[src/rtl/reg_group_ctrl_pkg.sv]
// Shared opcode, register-code and state definitions for the register-group sequencer.
package reg_group_ctrl_pkg;

  typedef enum logic [3:0] {
    OP_NOP = 4'd0,
    OP_LDI = 4'd1,
    OP_MOV = 4'd2,
    OP_ADD = 4'd3,
    OP_SUB = 4'd4,
    OP_AND = 4'd5,
    OP_OR  = 4'd6,
    OP_XOR = 4'd7,
    OP_NOT = 4'd8,
    OP_INC = 4'd9
  } op_e;

  localparam logic [1:0] REG_A   = 2'b00;
  localparam logic [1:0] REG_B   = 2'b01;
  localparam logic [1:0] REG_C   = 2'b10;
  localparam logic [1:0] REG_BAD = 2'b11;

  typedef enum logic [1:0] {
    ST_IDLE  = 2'd0,
    ST_IMM   = 2'd1,
    ST_EXEC  = 2'd2,
    ST_WRITE = 2'd3
  } state_e;

  // The src field is only checked for ops that actually read it; NOP checks nothing.
  function automatic logic instr_legal(input logic [7:0] instr);
    logic [3:0] op;
    logic       src_used;
    op       = instr[7:4];
    src_used = (op >= 4'd2) && (op <= 4'd8);
    if (op > 4'd9) return 1'b0;
    if (op == 4'd0) return 1'b1;
    if (instr[1:0] == REG_BAD) return 1'b0;
    if (src_used && (instr[3:2] == REG_BAD)) return 1'b0;
    return 1'b1;
  endfunction

endpackage

[src/rtl/reg_group_ctrl_if.sv]
// Instruction/immediate byte stream into the sequencer (valid/ready).
interface reg_group_ctrl_if #(
  parameter int DW = 8
);
  logic          in_valid;
  logic [DW-1:0] in_data;
  logic          in_ready;

  modport master (
    output in_valid,
    output in_data,
    input  in_ready
  );

  modport slave (
    input  in_valid,
    input  in_data,
    output in_ready
  );
endinterface

[src/rtl/reg_group_ctrl_alu.sv]
// Combinational ALU: a is the destination register (d port), b the source (s port).
module reg_group_ctrl_alu
  import reg_group_ctrl_pkg::*;
#(
  parameter int DW = 8
) (
  input  op_e           op,
  input  logic [DW-1:0] a,
  input  logic [DW-1:0] b,
  output logic [DW-1:0] result,
  output logic          carry,
  output logic          zero
);

  logic [DW:0] ext;

  // Bit DW carries the carry-out for ADD/INC and the borrow for SUB; zero elsewhere.
  always_comb begin
    ext = '0;
    case (op)
      OP_MOV:  ext = {1'b0, b};
      OP_ADD:  ext = {1'b0, a} + {1'b0, b};
      OP_SUB:  ext = {1'b0, a} - {1'b0, b};
      OP_AND:  ext = {1'b0, a & b};
      OP_OR:   ext = {1'b0, a | b};
      OP_XOR:  ext = {1'b0, a ^ b};
      OP_NOT:  ext = {1'b0, ~b};
      OP_INC:  ext = {1'b0, a} + (DW+1)'(1);
      default: ext = '0;
    endcase
  end

  assign result = ext[DW-1:0];
  assign carry  = ext[DW];
  assign zero   = ~|ext[DW-1:0];

endmodule

[src/rtl/reg_group_ctrl.sv]
// Instruction sequencer for the 3-entry register group: decode, read s/d, ALU, write back.
// All outputs are registered so we_n can only fall for exactly the WRITE cycle.
module reg_group_ctrl
  import reg_group_ctrl_pkg::*;
#(
  parameter int DW          = 8,
  parameter int IMM_TIMEOUT = 16
) (
  input  logic          clk,
  input  logic          rst,
  reg_group_ctrl_if.slave host,
  output logic [1:0]    raa,
  output logic [1:0]    rwba,
  output logic          we_n,
  output logic [DW-1:0] wdata,
  input  logic [DW-1:0] s,
  input  logic [DW-1:0] d,
  output logic          zf,
  output logic          cf,
  output logic          busy,
  output logic          done,
  output logic          err
);

  localparam int CNT_W = $clog2(IMM_TIMEOUT + 1);

  state_e         state;
  op_e            op_q;
  logic           in_ready_q;
  logic [CNT_W-1:0] cnt;

  op_e            dec_op;
  logic [1:0]     dec_src;
  logic [1:0]     dec_dst;
  logic           dec_legal;

  logic [DW-1:0]  alu_res;
  logic           alu_carry;
  logic           alu_zero;

  assign dec_op    = op_e'(host.in_data[7:4]);
  assign dec_src   = host.in_data[3:2];
  assign dec_dst   = host.in_data[1:0];
  assign dec_legal = instr_legal(host.in_data[7:0]);

  assign host.in_ready = in_ready_q;

  reg_group_ctrl_alu #(.DW(DW)) u_alu (
    .op     (op_q),
    .a      (d),
    .b      (s),
    .result (alu_res),
    .carry  (alu_carry),
    .zero   (alu_zero)
  );

  always_ff @(posedge clk) begin
    if (rst) begin
      state      <= ST_IDLE;
      op_q       <= OP_NOP;
      in_ready_q <= 1'b1;
      raa        <= REG_A;
      rwba       <= REG_A;
      we_n       <= 1'b1;
      wdata      <= '0;
      zf         <= 1'b0;
      cf         <= 1'b0;
      busy       <= 1'b0;
      done       <= 1'b0;
      err        <= 1'b0;
      cnt        <= '0;
    end else begin
      done <= 1'b0;
      case (state)
        ST_IDLE: begin
          if (host.in_valid) begin
            if (!dec_legal) begin
              err <= 1'b1;
            end else begin
              err  <= 1'b0;
              op_q <= dec_op;
              if (dec_op == OP_NOP) begin
                done <= 1'b1;
              end else if (dec_op == OP_LDI) begin
                state <= ST_IMM;
                rwba  <= dec_dst;
                busy  <= 1'b1;
                cnt   <= '0;
              end else begin
                state      <= ST_EXEC;
                raa        <= dec_src;
                rwba       <= dec_dst;
                busy       <= 1'b1;
                in_ready_q <= 1'b0;
              end
            end
          end
        end
        // Waiting for the immediate byte; give up after IMM_TIMEOUT idle cycles.
        ST_IMM: begin
          if (host.in_valid) begin
            wdata      <= host.in_data;
            we_n       <= 1'b0;
            in_ready_q <= 1'b0;
            state      <= ST_WRITE;
          end else if (cnt == CNT_W'(IMM_TIMEOUT - 1)) begin
            state <= ST_IDLE;
            err   <= 1'b1;
            busy  <= 1'b0;
            cnt   <= '0;
          end else begin
            cnt <= cnt + CNT_W'(1);
          end
        end
        // s/d are valid for raa/rwba set on entry; latch result and flags.
        ST_EXEC: begin
          wdata <= alu_res;
          zf    <= alu_zero;
          cf    <= alu_carry;
          we_n  <= 1'b0;
          state <= ST_WRITE;
        end
        // Register group commits on this cycle's negedge.
        ST_WRITE: begin
          we_n       <= 1'b1;
          done       <= 1'b1;
          busy       <= 1'b0;
          in_ready_q <= 1'b1;
          state      <= ST_IDLE;
        end
        default: begin
          state      <= ST_IDLE;
          we_n       <= 1'b1;
          busy       <= 1'b0;
          in_ready_q <= 1'b1;
        end
      endcase
    end
  end

endmodule
[src/flat_wrapper.sv]
// flat-port wrapper written by rule: the top's interface ports become plain ports
module reg_group_ctrl_flat import reg_group_ctrl_pkg::*;
#(
  parameter int DW          = 8,
  parameter int IMM_TIMEOUT = 16
)
  (clk, rst, raa, rwba, we_n, wdata, s, d, zf, cf, busy, done, err, host_in_valid, host_in_data, host_in_ready);
  reg_group_ctrl_if #(.DW(DW)) host_i ();
  input  logic clk;
  input  logic rst;
  output logic [1:0] raa;
  output logic [1:0] rwba;
  output logic we_n;
  output logic [DW-1:0] wdata;
  input  logic [DW-1:0] s;
  input  logic [DW-1:0] d;
  output logic zf;
  output logic cf;
  output logic busy;
  output logic done;
  output logic err;
  input wire logic [$bits(host_i.in_valid)-1:0] host_in_valid;
  input wire logic [$bits(host_i.in_data)-1:0] host_in_data;
  output wire logic [$bits(host_i.in_ready)-1:0] host_in_ready;
  assign host_i.in_valid = host_in_valid;
  assign host_i.in_data = host_in_data;
  assign host_in_ready = host_i.in_ready;
  reg_group_ctrl #(.DW(DW), .IMM_TIMEOUT(IMM_TIMEOUT)) u_core (.clk(clk), .rst(rst), .host(host_i), .raa(raa), .rwba(rwba), .we_n(we_n), .wdata(wdata), .s(s), .d(d), .zf(zf), .cf(cf), .busy(busy), .done(done), .err(err));
endmodule
[config.mk]
export PLATFORM = sky130hd
export DESIGN_NAME = reg_group_ctrl_flat
export DESIGN_NICKNAME = d
export VERILOG_FILES = /design/src/rtl/reg_group_ctrl_pkg.sv /design/src/rtl/reg_group_ctrl_if.sv /design/src/rtl/reg_group_ctrl_alu.sv /design/src/rtl/reg_group_ctrl.sv /design/src/flat_wrapper.sv
export SDC_FILE = /design/constraint.sdc
export NUM_CORES = 1
export LEC_CHECK = 0
export CORE_ASPECT_RATIO = 0.5
export CORE_UTILIZATION = 30
export DETAILED_ROUTE_END_ITERATION = 8
export PLACE_DENSITY = 0.55
export REMOVE_ABC_BUFFERS = 1
export SYNTH_ARGS = -nofsm -noshare
export SYNTH_HDL_FRONTEND = slang
export SYNTH_SLANG_ARGS = --single-unit
[constraint.sdc]
create_clock -name clk -period 3.86 [get_ports clk]
set_input_delay 0.579 -clock clk [delete_from_list [all_inputs] [get_ports clk]]
set_output_delay 0.579 -clock clk [all_outputs]
set_load 0.005 [all_outputs]
==> metrics.txt, run 1 <==
f_max 296.4 MHz; 1st-iter DRT viols 193; Detail Route Antenna Nets 0; failing checks DRC; Crit path arrival time 3550 ps; Die Ht 70.20 um; Hold Startpoint u_core.wdata[5]; ys flop type dfxtp_1; Max-Cap Viols 0; Die Footprint 9714 um2; Seq cells post-synth 30; mapped cell area 2790 um2; Tightest Pin Transition 775.8 ps; clock latency on the worst-skew pair 270 ps; Seq/Total Area, Yosys 0.2152; Final Hold Fails 0; RSZ-0062 raised after global routing no; io pins 46; Yosys top cell by area dfxtp_1; layout cell share with drive strength beyond 1 0.06313; EDFF count, synth 0; CTS tree done; crit path kind flip-flop to flip-flop; Max FO, Critical Path 10; Clock transition at path regs 50 ps; pre-CTS setup slack 267.2 ps; CTS Root Cell clkbuf_16; Worst Clk Skew 3.506 ps; Layout Utilization 0.3949; Syn Area/Cell 7.838 um2; Total Routed Length 7.522 mm; Max stage delay cell, worst path or4bb_1; GP Congestion 0.8486; P_leak 0.001447 uW; fin crit period 3374 ps; Detailed Place HPWL 5.648 mm; pwr/cell area 428.9 nW/um2; most numerous cell in the Yosys netlist nor2_1; DRT Pass-1 Iters 7; DRC viols 4; Synth Instances 356; Resized cells post-CTS 0; Max-Slew Margin vs Limit 0.4755; Post-synth top cells 36 x nor2_1, 30 x dfxtp_1, 30 x ha_1; type of the tightest min-delay check flip-flop to flip-flop; vias 2,636; hold_buf cts 0; worst setup margin 486.5 ps; fin crit share 0.8740; Startpoint Class flip-flop; ys async rst share 0; GRT Total Usage 0.1615; setup repair bufs after CTS 0; Synth top area share 0.2152; vias in the first global route 2,496; Initial Util 0.3150; initial antenna violation count 0; Max Slew Vio Count 0; Sinks on Clock Net 30; worst vdd ir 168.0 uV; Setup TNS Final 0 ps; IO buf count 45; Critical R2R Launch u_core.op_q[1]; required time worst endpoint 4040 ps; Yosys cell types 59; Critical path buffers and inverters 1; Layout Nets 455; Core ar. 8859 um2; largest net degree at the start of global routing 29; CP top delay family simple AND/OR/NAND/NOR gates; Area Overhead vs Synth 25.38%; Placed Area 3359 um2; post-route design area 3498 um2; DR vias/cell 5.138; clk buf depth 2; grt ovf 0; warnings from Yosys 0; width of the die 138.4 um; H-tree levels 2; DR WL/cell 14.66 um; CP Capture Type flip-flop; slowest stage delay, CP 780 ps; first-pass GRT wire length 12.59 mm; CTS Buf Count 5; CP startpoint u_core.op_q[1]; outcome finished, violations left; critical-path cell list or4bb_1, nand2_1, ha_1, inv_1, fa_1, nor2b_1, o211ai_1, a21o_1, a211oi_1, nand3_1, o32ai_1; top cells by area, synth dfxtp_1 22%, ha_1 13%, mux2i_1 6.5%; setup violators final 0; Rows 24; n_diodes 0
[flip-flops by register name, summed over array words and instances (netlist names)]
name / count
u_core.wdata: 8
u_core.cf: 1
u_core.host.in_ready: 1
u_core.raa: 2
u_core.rwba: 2
u_core.we_n: 1
u_core.zf: 1
u_core.err: 1
u_core.state: 2
u_core.cnt: 5
u_core.done: 1
u_core.op_q: 4
u_core.busy: 1
[tightest hold or removal path, cell delays in order, from the launching register on]
cell	delay, ps
dfxtp_1	300
nand2_1	50
a21oi_1	50
[per-layer routing]
layer | vias to the layer above | global-route usage | routed length, um
met3 | 5 | 0.02195 | 216
met4 | 0 | 0.04120 | 60
met5 | - | 0 | 0
li1 | 1364 | - | -
met2 | 40 | 0.2555 | 3283
met1 | 1227 | 0.2297 | 3962
[cell families (layout without fill, tap and decap cells)]
family	after synthesis	after routing	synth area share
adder cells (fa/ha/maj)	31	31	0.1417
multiplexers	21	21	0.07668
flip-flops	30	30	0.2152
AND/OR/NAND/NOR	133	133	0.2583
XOR/XNOR	3	3	0.009419
AO/OA/AOI/OAI	92	92	0.2309
buffers and inverters	46	86	0.06771
[through the flow]
| stage | power (uW) | hold WS, ps | std cells |
|---|---|---|---|
| finish | 1500 | 450.3 | 513 |
| global route | 1610 | 476.4 | 513 |
| CTS | 1514 | 454.0 | 513 |
| detailed placement | 1129 | 446.3 | 507 |
| global placement | 1129 | 448.9 | 507 |
| floorplan | 849.2 | 434.2 | 337 |
[area by class of cell]
| type | instances | area [um2] |
|---|---|---|
| inverters | 27 | 101.3 |
| multi-input cells | 280 | 2001 |
| fillers | 909 | 5360 |
| clock buffers | 6 | 138.9 |
| well taps | 117 | 146.4 |
| flip-flops and latches | 30 | 600.6 |
| repair buffers | 53 | 510.5 |
[report_power, final]
part / switching [uW] / internal, uW / total, uW
registers: 41.5 / 376 / 417
clock network: 127 / 248 / 375
logic: 369 / 338 / 708
[cell usage in the layout (no fill, tap or decap), drive strengths merged, types with 8 or more instances in the layout]
cell and n:
dfxtp 30, buf 8, ha 30, nor2 36
o21ai 23, mux2i 18, inv 27, clkdlybuf4s50 45
nand3 11, nor3b 10, a21oi 23, nand2 28
[path summary, 6_finish.rpt]
path                            cells after the start  slack [ps]               to
worst min register to register                      2         450  u_core.wdata[5]
worst max-delay path                               11         490        u_core.zf
worst max register to register                     11         490        u_core.zf
worst min-delay path                                2         450  u_core.wdata[5]
Note: power is estimated with default switching activity, not from simulation.
==> run 2: changes to the inputs <==
CORE_ASPECT_RATIO = 2   (was 0.5)
==> metrics.txt, run 2 (synthesis gave the netlist of run 1 again) <==
crit path kind flip-flop to flip-flop (unchanged); Reg with most FFs u_core.wdata (unchanged); Layout fillers 941 (was 909); met3 GRT Util 0.01676 (was 0.02195); f_max 294.4 MHz (was 296.4 MHz); pwr/cell area 471.7 nW/um2 (was 428.9 nW/um2); IO buf count 45 (unchanged); Setup TNS Final 0 ps (unchanged); max reg flops 8 (unchanged); Die Footprint 9714 um2 (unchanged); io pins 46 (unchanged); Total Routed Length 8.448 mm (was 7.522 mm); Layout Utilization 0.3928 (was 0.3949); Clock transition at path regs 50 ps (about the same); outcome finished clean (was finished, violations left); biggest regs u_core.wdata (8), u_core.cnt (5), u_core.op_q (4) (unchanged); RSZ-0062 raised after global routing no (unchanged); setup repair bufs after CTS 0 (unchanged); critical-path cell list or4bb_1, nand2_1, ha_1, inv_1, fa_1, nor2b_1, o21ai_0, xnor2_1, a221oi_1, nand3_1, o32ai_1 (was or4bb_1, nand2_1, ha_1, inv_1, fa_1, nor2b_1, o211ai_1, a21o_1, a211oi_1, nand3_1, o32ai_1); Core ar. 9012 um2 (was 8859 um2); fin crit share 0.8800 (was 0.8740); Placed Cells 492 (was 507); Max stage delay cell, worst path or4bb_1 (unchanged); Finished Layout Cells 500 (was 513); vias in the first global route 2,877 (was 2,496); grt ovf 0 (unchanged); worst vdd ir 224.4 uV (was 168.0 uV); setup violators final 0 (unchanged); Area Overhead vs Synth 26.86% (was 25.38%); commonest non-fill, non-tap cell in the layout clkdlybuf4s50_1 (unchanged); pre-CTS setup slack 273.0 ps (was 267.2 ps); worst setup margin 463.1 ps (was 486.5 ps); Sinks on Clock Net 30 (unchanged); sw power 568.1 uW (was 538.0 uW); largest net degree at the start of global routing 29 (unchanged); GR Util met2 0.3441 (was 0.2555); layout cell share with drive strength beyond 1 0.06784 (was 0.06313); Final Hold Fails 0 (unchanged); CP Capture Type flip-flop (unchanged); Worst Clk Skew 3.086 ps (was 3.506 ps); DRC viols 0 (was 4); Resized cells post-CTS 0 (unchanged); DRT Pass-1 Iters 4 (was 7); CTS Root Cell clkbuf_16 (unchanged); Rows 49 (was 24); Sequential Power Share 0.251 (was 0.278); required time worst endpoint 4050 ps (was 4040 ps); CTS tree done (unchanged); Max FO, Critical Path 10 (unchanged); Detailed Place HPWL 6.743 mm (was 5.648 mm); Critical path buffers and inverters 1 (unchanged); slowest stage delay, CP 770 ps (was 780 ps); vias 2,778 (was 2,636); switch share 0.3402 (was 0.3585); initial antenna violation count 0 (unchanged); DR vias/cell 5.556 (was 5.138); Tightest Pin Transition 1072 ps (was 775.8 ps); H-tree levels 2 (unchanged); clk buf depth 2 (unchanged); clock latency on the worst-skew pair 270 ps (about the same); Layout Nets 455 (unchanged); first-pass GRT wire length 13.43 mm (was 12.59 mm); GRT Total Usage 0.1758 (was 0.1615); CTS Buf Count 5 (unchanged); P_leak 0.001476 uW (was 0.001447 uW); Max Slew Vio Count 0 (unchanged); CP top delay family simple AND/OR/NAND/NOR gates (unchanged); DR WL/cell 16.90 um (was 14.66 um); Clock Power Share 0.315 (was 0.250); met1 usage 0.1543 (was 0.2297); Die Ht 138.4 um (was 70.20 um); GP Congestion 0.8970 (was 0.8486); width of the die 70.20 um (was 138.4 um); Startpoint Class flip-flop (unchanged); Initial Util 0.3096 (was 0.3150); fin crit period 3397 ps (was 3374 ps); Int Power 1102 uW (was 962.5 uW); most frequent cells in the layout 45 x clkdlybuf4s50_1, 36 x nor2_1, 30 x ha_1, 30 x dfxtp_1, 28 x nand2_1 (unchanged); type of the tightest min-delay check flip-flop to flip-flop (unchanged); 1st-iter DRT viols 145 (was 193); Detail Route Antenna Nets 0 (unchanged); Logic pwr share 0.434 (was 0.472); Max-Cap Viols 0 (unchanged); hold_buf cts 0 (unchanged); Max-Slew Margin vs Limit 0.2753 (was 0.4755); total power draw 1670 uW (was 1500 uW); Crit path arrival time 3580 ps (was 3550 ps); GRT Max-Usage Layer met2 (unchanged); n_diodes 0 (unchanged)
## run 2: cell count changes in the layout (fill, tap and decap cells not counted), sizes merged
| cell | previous run | this run |
|---|---|---|
| bufinv | 0 | 2 |
## run 2: through the flow
stage	cell area [um2]	hold WS (ps)
3_3_place_gp	3341	447.7
4_1_cts	3540	456.5
3_5_place_dp	3341	448.8
2_1_floorplan	2703	434.2
5_1_grt	3540	481.6
6_report	3540	457.7
## run 2: final cells by class
type / count / area, um2 / area share
multi-input combinational: 280 / 2001 / 0.5652
clock inverter: 2 / 60.06 / 0.01697
timing repair buffer: 53 / 510.5 / 0.1442
sequential: 30 / 600.6 / 0.1697
inverter: 27 / 101.3 / 0.02863
tap: 102 / 127.6 / 0.03606
clock buffer: 6 / 138.9 / 0.03924
## run 2: per-layer routing
| metal | up-vias | share of wire |
|---|---|---|
| met3 | 36 | 0.024 |
| met2 | 77 | 0.54 |
| met1 | 1297 | 0.36 |
| met5 | - | 0 |
| met4 | 0 | 0.074 |
| li1 | 1368 | - |
## run 2: worst paths after layout
| kind | startpoint | endpoint | slack, ps | depth (start not counted) |
|---|---|---|---|---|
| worst min register to register | u_core.wdata[3] | u_core.wdata[3] | 460 | 2 |
| worst max-delay path | u_core.op_q[1] | u_core.zf | 460 | 11 |
| worst min-delay path | u_core.wdata[3] | u_core.wdata[3] | 460 | 2 |
| worst max register to register | u_core.op_q[1] | u_core.zf | 460 | 11 |
## run 2: worst min-delay path: stages (launching register included)
cell     delay, ps
dfxtp_1        310
nand2_1         50
a21oi_1         50
## run 2: power groups by stage
stage	registers, uW	logic [uW]	clock network [uW]
after floorplan	433	416	0
after global placement	424	712	0
after detailed placement	426	719	0
after CTS	420	722	537
after global routing	426	791	549
final	419	724	527
==> run 3: changes to the inputs <==
SKIP_LAST_GASP = 1   (was unset)
==> results of run 3 <==
Same layout as run 2: the final DEF is identical, and so are final timing and power.
